File: config.mk
export PLATFORM = sky130hd
export DESIGN_NAME = regfile_wb_pipe_flat
export DESIGN_NICKNAME = d
export VERILOG_FILES = /design/src/rtl/regfile_wb_pipe_if.sv /design/src/rtl/regfile_wb_pipe.sv /design/src/flat_wrapper.sv
export SDC_FILE = /design/constraint.sdc
export NUM_CORES = 2
export LEC_CHECK = 0
export BUFFER_PORTS_ARGS = -buffer_cell sky130_fd_sc_hd__buf_4
export CAP_MARGIN = 20
export CORE_AREA = 2 2 364 366
export CTS_CLUSTER_DIAMETER = 30
export DETAILED_ROUTE_END_ITERATION = 6
export DIE_AREA = 0 0 366 368
export GPL_ROUTABILITY_DRIVEN = 0
export PLACE_DENSITY_LB_ADDON = 0.3
export SYNTH_ARGS = -nofsm -noshare
export SYNTH_HDL_FRONTEND = slang
export SYNTH_SLANG_ARGS = --single-unit
export TNS_END_PERCENT = 100
File: constraint.sdc
create_clock -name clock -period 3.13 [get_ports clock]
set_input_delay 0 -clock clock [delete_from_list [all_inputs] [get_ports clock]]
set_output_delay 0 -clock clock [all_outputs]
set_load 0.005 [all_outputs]
File: src/rtl/regfile_wb_pipe_if.sv
// Write-back request bus into the register file and the in-flight commit it reports back.
interface regfile_wb_pipe_if #(
   parameter int DATA_W = 32,
   parameter int ADDR_W = 5
);
   logic              wb_valid;
   logic [1:0]        wb_src;
   logic [ADDR_W-1:0] wb_dst;
   logic [DATA_W-1:0] alu_result;
   logic [DATA_W-1:0] mem_data;
   logic [DATA_W-1:0] link_addr;
   logic              commit_valid;
   logic [ADDR_W-1:0] commit_addr;
   logic [DATA_W-1:0] commit_data;

   modport master (
      output wb_valid, wb_src, wb_dst, alu_result, mem_data, link_addr,
      input  commit_valid, commit_addr, commit_data
   );

   modport slave (
      input  wb_valid, wb_src, wb_dst, alu_result, mem_data, link_addr,
      output commit_valid, commit_addr, commit_data
   );
endinterface

File: src/rtl/regfile_wb_pipe.sv
// Decode-stage register file: one registered write-back stage with read bypass,
// NUM_RD combinational read ports and a per-register load scoreboard.
module regfile_wb_pipe #(
   parameter int DATA_W   = 32,
   parameter int ADDR_W   = 5,
   parameter int NUM_RD   = 2,
   parameter int LINK_REG = 2**ADDR_W - 1
) (
   input  logic                     clock,
   input  logic                     reset,
   regfile_wb_pipe_if.slave         wb,
   input  logic [NUM_RD*ADDR_W-1:0] rd_addr,
   output logic [NUM_RD*DATA_W-1:0] rd_data,
   output logic [NUM_RD-1:0]        rd_stall,
   input  logic                     sb_set,
   input  logic [ADDR_W-1:0]        sb_set_addr,
   input  logic                     sb_clr,
   input  logic [ADDR_W-1:0]        sb_clr_addr,
   output logic [2**ADDR_W-1:0]     busy_mask
);
   localparam int DEPTH = 2**ADDR_W;
   localparam logic [ADDR_W-1:0] LINK_A = LINK_REG[ADDR_W-1:0];

   logic [DATA_W-1:0] regs [DEPTH];

   logic              wb_q_valid;
   logic [ADDR_W-1:0] wb_q_addr;
   logic [DATA_W-1:0] wb_q_data;

   logic [ADDR_W-1:0] wb_dest;
   logic [DATA_W-1:0] wb_src_data;
   logic              wb_accept;
   logic [DEPTH-1:0]  busy_next;

   assign wb_dest   = (wb.wb_src == 2'd2) ? LINK_A : wb.wb_dst;
   assign wb_accept = wb.wb_valid && (wb.wb_src != 2'd3) && (wb_dest != '0);

   always_comb begin
      case (wb.wb_src)
         2'd0:    wb_src_data = wb.alu_result;
         2'd1:    wb_src_data = wb.mem_data;
         2'd2:    wb_src_data = wb.link_addr;
         default: wb_src_data = '0;
      endcase
   end

   // Write-back stage and array commit share the edge, so a new request can
   // load WB_Q while the previous one retires into the array.
   always_ff @(posedge clock) begin
      if (reset) begin
         wb_q_valid <= 1'b0;
         wb_q_addr  <= '0;
         wb_q_data  <= '0;
         for (int r = 0; r < DEPTH; r++) begin
            regs[r] <= '0;
         end
      end else begin
         wb_q_valid <= wb_accept;
         wb_q_addr  <= wb_dest;
         wb_q_data  <= wb_src_data;
         if (wb_q_valid && (wb_q_addr != '0)) begin
            regs[wb_q_addr] <= wb_q_data;
         end
      end
   end

   // Clear first, then set: a new load issued in the same cycle supersedes the returning one.
   always_comb begin
      busy_next = busy_mask;
      if (sb_clr) begin
         busy_next[sb_clr_addr] = 1'b0;
      end
      if (sb_set) begin
         busy_next[sb_set_addr] = 1'b1;
      end
      busy_next[0] = 1'b0;
   end

   always_ff @(posedge clock) begin
      if (reset) begin
         busy_mask <= '0;
      end else begin
         busy_mask <= busy_next;
      end
   end

   assign wb.commit_valid = wb_q_valid;
   assign wb.commit_addr  = wb_q_addr;
   assign wb.commit_data  = wb_q_data;

   for (genvar i = 0; i < NUM_RD; i++) begin : g_rd
      logic [ADDR_W-1:0] addr;
      assign addr = rd_addr[i*ADDR_W +: ADDR_W];
      assign rd_data[i*DATA_W +: DATA_W] =
         (addr == '0)                          ? '0        :
         (wb_q_valid && (wb_q_addr == addr))   ? wb_q_data :
                                                 regs[addr];
      assign rd_stall[i] = busy_mask[addr];
   end
endmodule

File: src/flat_wrapper.sv
// flat-port wrapper written by rule: the top's interface ports become plain ports
module regfile_wb_pipe_flat 
#(
   parameter int DATA_W   = 32,
   parameter int ADDR_W   = 5,
   parameter int NUM_RD   = 2,
   parameter int LINK_REG = 2**ADDR_W - 1
)
  (clock, reset, rd_addr, rd_data, rd_stall, sb_set, sb_set_addr, sb_clr, sb_clr_addr, busy_mask, wb_wb_valid, wb_wb_src, wb_wb_dst, wb_alu_result, wb_mem_data, wb_link_addr, wb_commit_valid, wb_commit_addr, wb_commit_data);
  regfile_wb_pipe_if #(.DATA_W(DATA_W), .ADDR_W(ADDR_W)) wb_i ();
  input  logic clock;
  input  logic reset;
  input  logic [NUM_RD*ADDR_W-1:0] rd_addr;
  output logic [NUM_RD*DATA_W-1:0] rd_data;
  output logic [NUM_RD-1:0] rd_stall;
  input  logic sb_set;
  input  logic [ADDR_W-1:0] sb_set_addr;
  input  logic sb_clr;
  input  logic [ADDR_W-1:0] sb_clr_addr;
  output logic [2**ADDR_W-1:0] busy_mask;
  input wire logic [$bits(wb_i.wb_valid)-1:0] wb_wb_valid;
  input wire logic [$bits(wb_i.wb_src)-1:0] wb_wb_src;
  input wire logic [$bits(wb_i.wb_dst)-1:0] wb_wb_dst;
  input wire logic [$bits(wb_i.alu_result)-1:0] wb_alu_result;
  input wire logic [$bits(wb_i.mem_data)-1:0] wb_mem_data;
  input wire logic [$bits(wb_i.link_addr)-1:0] wb_link_addr;
  output wire logic [$bits(wb_i.commit_valid)-1:0] wb_commit_valid;
  output wire logic [$bits(wb_i.commit_addr)-1:0] wb_commit_addr;
  output wire logic [$bits(wb_i.commit_data)-1:0] wb_commit_data;
  assign wb_i.wb_valid = wb_wb_valid;
  assign wb_i.wb_src = wb_wb_src;
  assign wb_i.wb_dst = wb_wb_dst;
  assign wb_i.alu_result = wb_alu_result;
  assign wb_i.mem_data = wb_mem_data;
  assign wb_i.link_addr = wb_link_addr;
  assign wb_commit_valid = wb_i.commit_valid;
  assign wb_commit_addr = wb_i.commit_addr;
  assign wb_commit_data = wb_i.commit_data;
  regfile_wb_pipe #(.DATA_W(DATA_W), .ADDR_W(ADDR_W), .NUM_RD(NUM_RD), .LINK_REG(LINK_REG)) u_core (.clock(clock), .reset(reset), .wb(wb_i), .rd_addr(rd_addr), .rd_data(rd_data), .rd_stall(rd_stall), .sb_set(sb_set), .sb_set_addr(sb_set_addr), .sb_clr(sb_clr), .sb_clr_addr(sb_clr_addr), .busy_mask(busy_mask));
endmodule
== Word-level counts from Yosys, hierarchy flattened ==
Memory sizes are Yosys's and may differ from the RTL's.
Cells that the tools add are included.

* Output and inout bits: 136
* Bits of input ports: 128
* Register bits after elaboration: 70
* Memories: 1
* Logic and storage cells: 57
* Memory bits (writable): 1024

{| class="wikitable"
|+ Memory list
! name !! depth !! bits a word !! rd ports !! clocked after Yosys merged registers in !! write ports !! RTL line !! text
|-
| u_core.regs || 32 || 32 || 2 || 0 || 32 || regfile_wb_pipe.sv:24 || <nowiki>logic [DATA_W-1:0] regs [DEPTH];</nowiki>
|}

* Muxes and demuxes: 24
* Equality and inequality tests: 5
* $lt $le $gt $ge: 6
* Reduce and logical (&&, ||, !) cells: 13
* Bitwise gates (word level): 3

{| class="wikitable"
|+ Operators with widths
! cell !! number
|-
| 32-bit two-way mux || 7
|-
| 32-bit one-hot mux with 3 select lines || 1
|-
| 32-bit AND || 1
|-
| 32-bit inverter || 1
|-
| 32-bit OR || 1
|-
| 32-bit OR reduction || 1
|-
| 5-bit by 6-bit less-than comparator with 1-bit output, second input constant || 4
|-
| 1-bit binary-select mux with 5-bit select || 2
|-
| 1-bit demux with 5-bit select || 2
|-
| 5-bit equality test || 2
|-
| 5-bit by 1-bit >= comparator with 1-bit output, second input constant || 2
|-
| 5-bit logical NOT || 2
|-
| 1-bit two-way mux || 10
|-
| 5-bit two-way mux || 2
|-
| 5-bit nonzero test || 2
|-
| 1-bit logical AND || 7
|-
| 2-bit by 1-bit equality test with 1-bit output, second input constant || 1
|-
| 2-bit equality test, second input constant || 1
|-
| 2-bit logical NOT || 1
|-
| 2-bit inequality test, second input constant || 1
|}

== Longest topological paths before layout ==
* Word-level depth: 9
* Depth in mapped cells: 11
* Depth with buffers taken out: 5

== Worst setup path after synthesis ==
Ideal clock, no wire load.

* Path kind: register to register
* From: reg u_core.wb_q_addr[4], in the netlist u_core.wb.commit_addr[4]
* To: mem u_core.regs[19][0] (enable)
* Buffers on the path: 1
* Clock period less this slack: 2.192 ns
* Arrival time: 1.818 ns
* Cell stages (with the launch flop): 5
* Setup time: 0.375 ns
* Setup slack: 0.938 ns
* Required time: 2.755 ns
* Path through: dfxtp_1 clkbuf_1 or3b_2 nor2_1 or2_2

{| class="wikitable"
|+ RTL lines
! what !! RTL line !! text
|-
| from (decl) || regfile_wb_pipe.sv:27 || <nowiki>logic [ADDR_W-1:0] wb_q_addr;</nowiki>
|-
| from (signal assigned) || regfile_wb_pipe.sv:59 || <nowiki>wb_q_addr <= wb_dest;</nowiki>
|-
| to (decl) || regfile_wb_pipe.sv:24 ||
|}

== Worst setup path in the final report ==
* From: reg u_core.wb_q_valid, in the netlist u_core.wb.commit_valid
* To: out rd_data[49]

* Word-level cells in the longest chain between the ends: 3

{| class="wikitable"
|+ RTL lines
! what !! RTL line !! text
|-
| from (decl) || regfile_wb_pipe.sv:26 || <nowiki>logic wb_q_valid;</nowiki>
|-
| from (signal assigned) || regfile_wb_pipe.sv:58 || <nowiki>wb_q_valid <= wb_accept;</nowiki>
|-
| 1-bit logical AND || regfile_wb_pipe.sv:96 || <nowiki>(wb_q_valid && (wb_q_addr == addr)) ? wb_q_data :</nowiki>
|-
| 32-bit two-way mux || regfile_wb_pipe.sv:96 ||
|-
| 32-bit two-way mux || regfile_wb_pipe.sv:95 || <nowiki>(addr == '0) ? '0 :</nowiki>
|-
| to (decl) || flat_wrapper.sv:14 || <nowiki>output logic [NUM_RD*DATA_W-1:0] rd_data;</nowiki>
|}

No other way between the ends.

==> reports/qor.yml <==
worst-path-buf-inv: 2
cp_common_cell: "buf_4"
whs_ps: 35.5
wl_per_cell_um: 35.4
die_w_um: 366
drv_slew: 0
gr-usage-all-layers: 0.347
placed_cells: 6087
synthTopCellsByCount: "edfxtp_1, and2_1, mux4_2"
p_int_uw: 34800
ant_nets: 0
period_share: 0.998
overflow: 0
grt_pass1_wl_um: 329000
grt_max_degree: 67
worstPathArrival_ps: 3120
irDropWorstVdd_uv: 535
dominantRegCellSynth: "edfxtp_1"
p_comb_frac: 0.095
synth_edf_count: 1024
start_kind: "flop"
hold_depth: 5
synth.most_common_cell: "edfxtp_1"
yosysWarnings: 0
ctsLongestPathBuffers: 3
first_iter_violations: 7578
dieArea_sq_mm: 0.135
fin_nets: 4849
seqPwrFrac: 0.360
final_layout_size_suffix_gt1_frac: 0.302
avgSynthCellArea_sq_um: 14.0
synth_cells: 4188
pwr-share-clk: 0.544
finalClockSkew_ps: 34.3
hpwl_um: 146000
cts_root_buf: "clkbuf_16"
yosys.area.top_type: "edfxtp_1"
r2r_cells: 5
min_path_type: "primary input to flop"
status: "complete, but fails checks"
ys_async_sr_fraction: 0
critical_path_class: "flop to output port"
p_sw_frac: 0.250
violations: "DRC"
worstSetupEndpointType: "output port"
ios: 264
cts_num_sinks: 1093
worstPathRequired_ps: 3130
firstDrtPassIters: 7
slew_headroom: 0.216
post-route-util: 0.564
core_sq_mm: 0.131
viasPerCell: 6.60
post-route-min-period_ps: 3120
drc: 5
cpPeakStageDelay_ps: 550
synth_area_leaders: "edfxtp_1, mux4_2, and2_1"
grt_pass1_vias: 43363
clock.fmax_ghz: 0.320
crit_cells: 6
tightest_slew_ps: 1170
die_h_um: 368
wl_um: 237000
cp_slowest_cell: "dfxtp_1"
setup_viol: 0
ys_seq_elements: 1093
power.switching_uw: 11600
cts_buffers: 237
clkTransAtPathRegs_ps: 50
synthesis.area_sq_mm: 0.0585
num_rows: 133
finalNonFillerCells: 6697
powerDensity_mw_per_mm2: 629
vias: 44199
syn_to_final_growth_pct: 26.0
cp_cell_sequence: "nand2_1, or2_2, a21oi_2, buf_4, a221o_1, buf_4"
ys_seq_area_frac: 0.549
drv_cap: 0
hold_viol: 0
leakagePower_uw: 0.0283
synth_top_area_frac: 0.525
critPathTopFamily: "simple AND/OR/NAND/NOR gates"
crit_fanout: 7
antenna_found_initial: 16
cts_tree: "yes"
synthDistinctLibCells: 51
htreeDepth: 4
initial_core_util: 0.448
portBuffers: 262
clock_latency_ps: 850
-- cell families (layout without fill, tap and decap cells) --
family | after synthesis | in the layout | share of synthesized area
AO/OA/AOI/OAI | 559 | 559 | 0.0642
XOR/XNOR | 10 | 10 | 0.00150
buffers and inverters | 429 | 1140 | 0.0340
flip-flops | 1093 | 1093 | 0.549
multiplexers | 738 | 738 | 0.216
other | 1 | 44 | 0.0000640
AND/OR/NAND/NOR | 1358 | 1358 | 0.136
-- metal layers --
layer  wire, um  up-vias  GRT usage
met1      82500    22265      0.444
met5         90        -          0
met2     104000     3882      0.514
li1           -    17181          -
met4      15400       12      0.202
met3      35200      859      0.118
-- worst min-delay path: stages --
cell and delay [ps]:
buf_4 110, nor2b_4 210, buf_4 220, nor2_1 110
nor2_1 130
-- worst paths after layout --
kind,start,to,slack (ps)
min reg2reg,u_core.busy_mask[20],u_core.busy_mask[20],530
min,wb_wb_src[1],u_core.wb.commit_addr[2],40
max reg2reg,u_core.wb.commit_valid,u_core.regs[12][8],420
max,u_core.wb.commit_valid,rd_data[49],8
-- state kept, by name, summed over array words and instances (netlist names) --
signal and cells:
u_core.busy_mask 31, u_core.regs 1024, u_core.wb.commit_addr 5, u_core.wb.commit_data 32
u_core.wb.commit_valid 1
-- power groups by stage --
stage / sequential [uW] / combinational (uW) / clock [uW]
final: 16700 / 4420 / 25300
after global routing: 16800 / 4500 / 26000
after CTS: 16700 / 4230 / 25300
after detailed placement: 17000 / 4060 / 0
after global placement: 17000 / 4050 / 0
after floorplan: 16800 / 2200 / 0
-- metrics by stage --
stage               setup WS, ps  setup TNS, ps  total power [uW]  area (sq um)
finish                      7.71              0             46400         73800
CTS                        0.432              0             46200         73600
detailed placement           256              0             21100         63900
global placement             208              0             21000         63900
global route               -6.16          -14.5             47300         73700
floorplan                    938              0             19000         58700
-- layout make-up --
type	instances	area, sq um
diodes	11	27.5
inverters	2	7.51
fillers	10246	57000
well taps	1755	2200
clock buffers	268	6170
multi-input cells	2698	24900
clock inverters	181	1990
repair buffers	689	6310
flip-flops and latches	1093	32100
-- cell usage in the layout, fill, tap and decap left out, types with 18 or more instances in the layout --
| cell type | instances |
|---|---|
| edfxtp_1 | 1024 |
| and2_1 | 996 |
| buf_4 | 483 |
| mux4_2 | 419 |
| mux2i_1 | 312 |
| clkbuf_16 | 238 |
| a21oi_1 | 155 |
| dlygate4sd3_1 | 144 |
| a22oi_1 | 136 |
| nor2_1 | 100 |
| nand2_1 | 91 |
| o21ai_0 | 73 |
| dfxtp_1 | 65 |
| buf_12 | 53 |
| clkinv_2 | 39 |
| or2_2 | 36 |
| nor2_4 | 33 |
| conb_1 | 33 |
| clkinvlp_4 | 31 |
| bufinv_16 | 30 |
| inv_6 | 29 |
| a221oi_1 | 28 |
| o211ai_1 | 28 |
| clkinv_1 | 25 |
| o22ai_1 | 23 |
| clkbuf_1 | 20 |
| clkinv_4 | 20 |
| a211o_1 | 18 |
-- repair_timing --
item	in CTS	in global routing
pin swaps	1	2
endpoints found under the setup margin	26	40
hold endpoints to repair	79	0
resized for setup	9	9
buffers inserted	1	1
hold buffers	144	0
(Power assumes the default switching activity.)
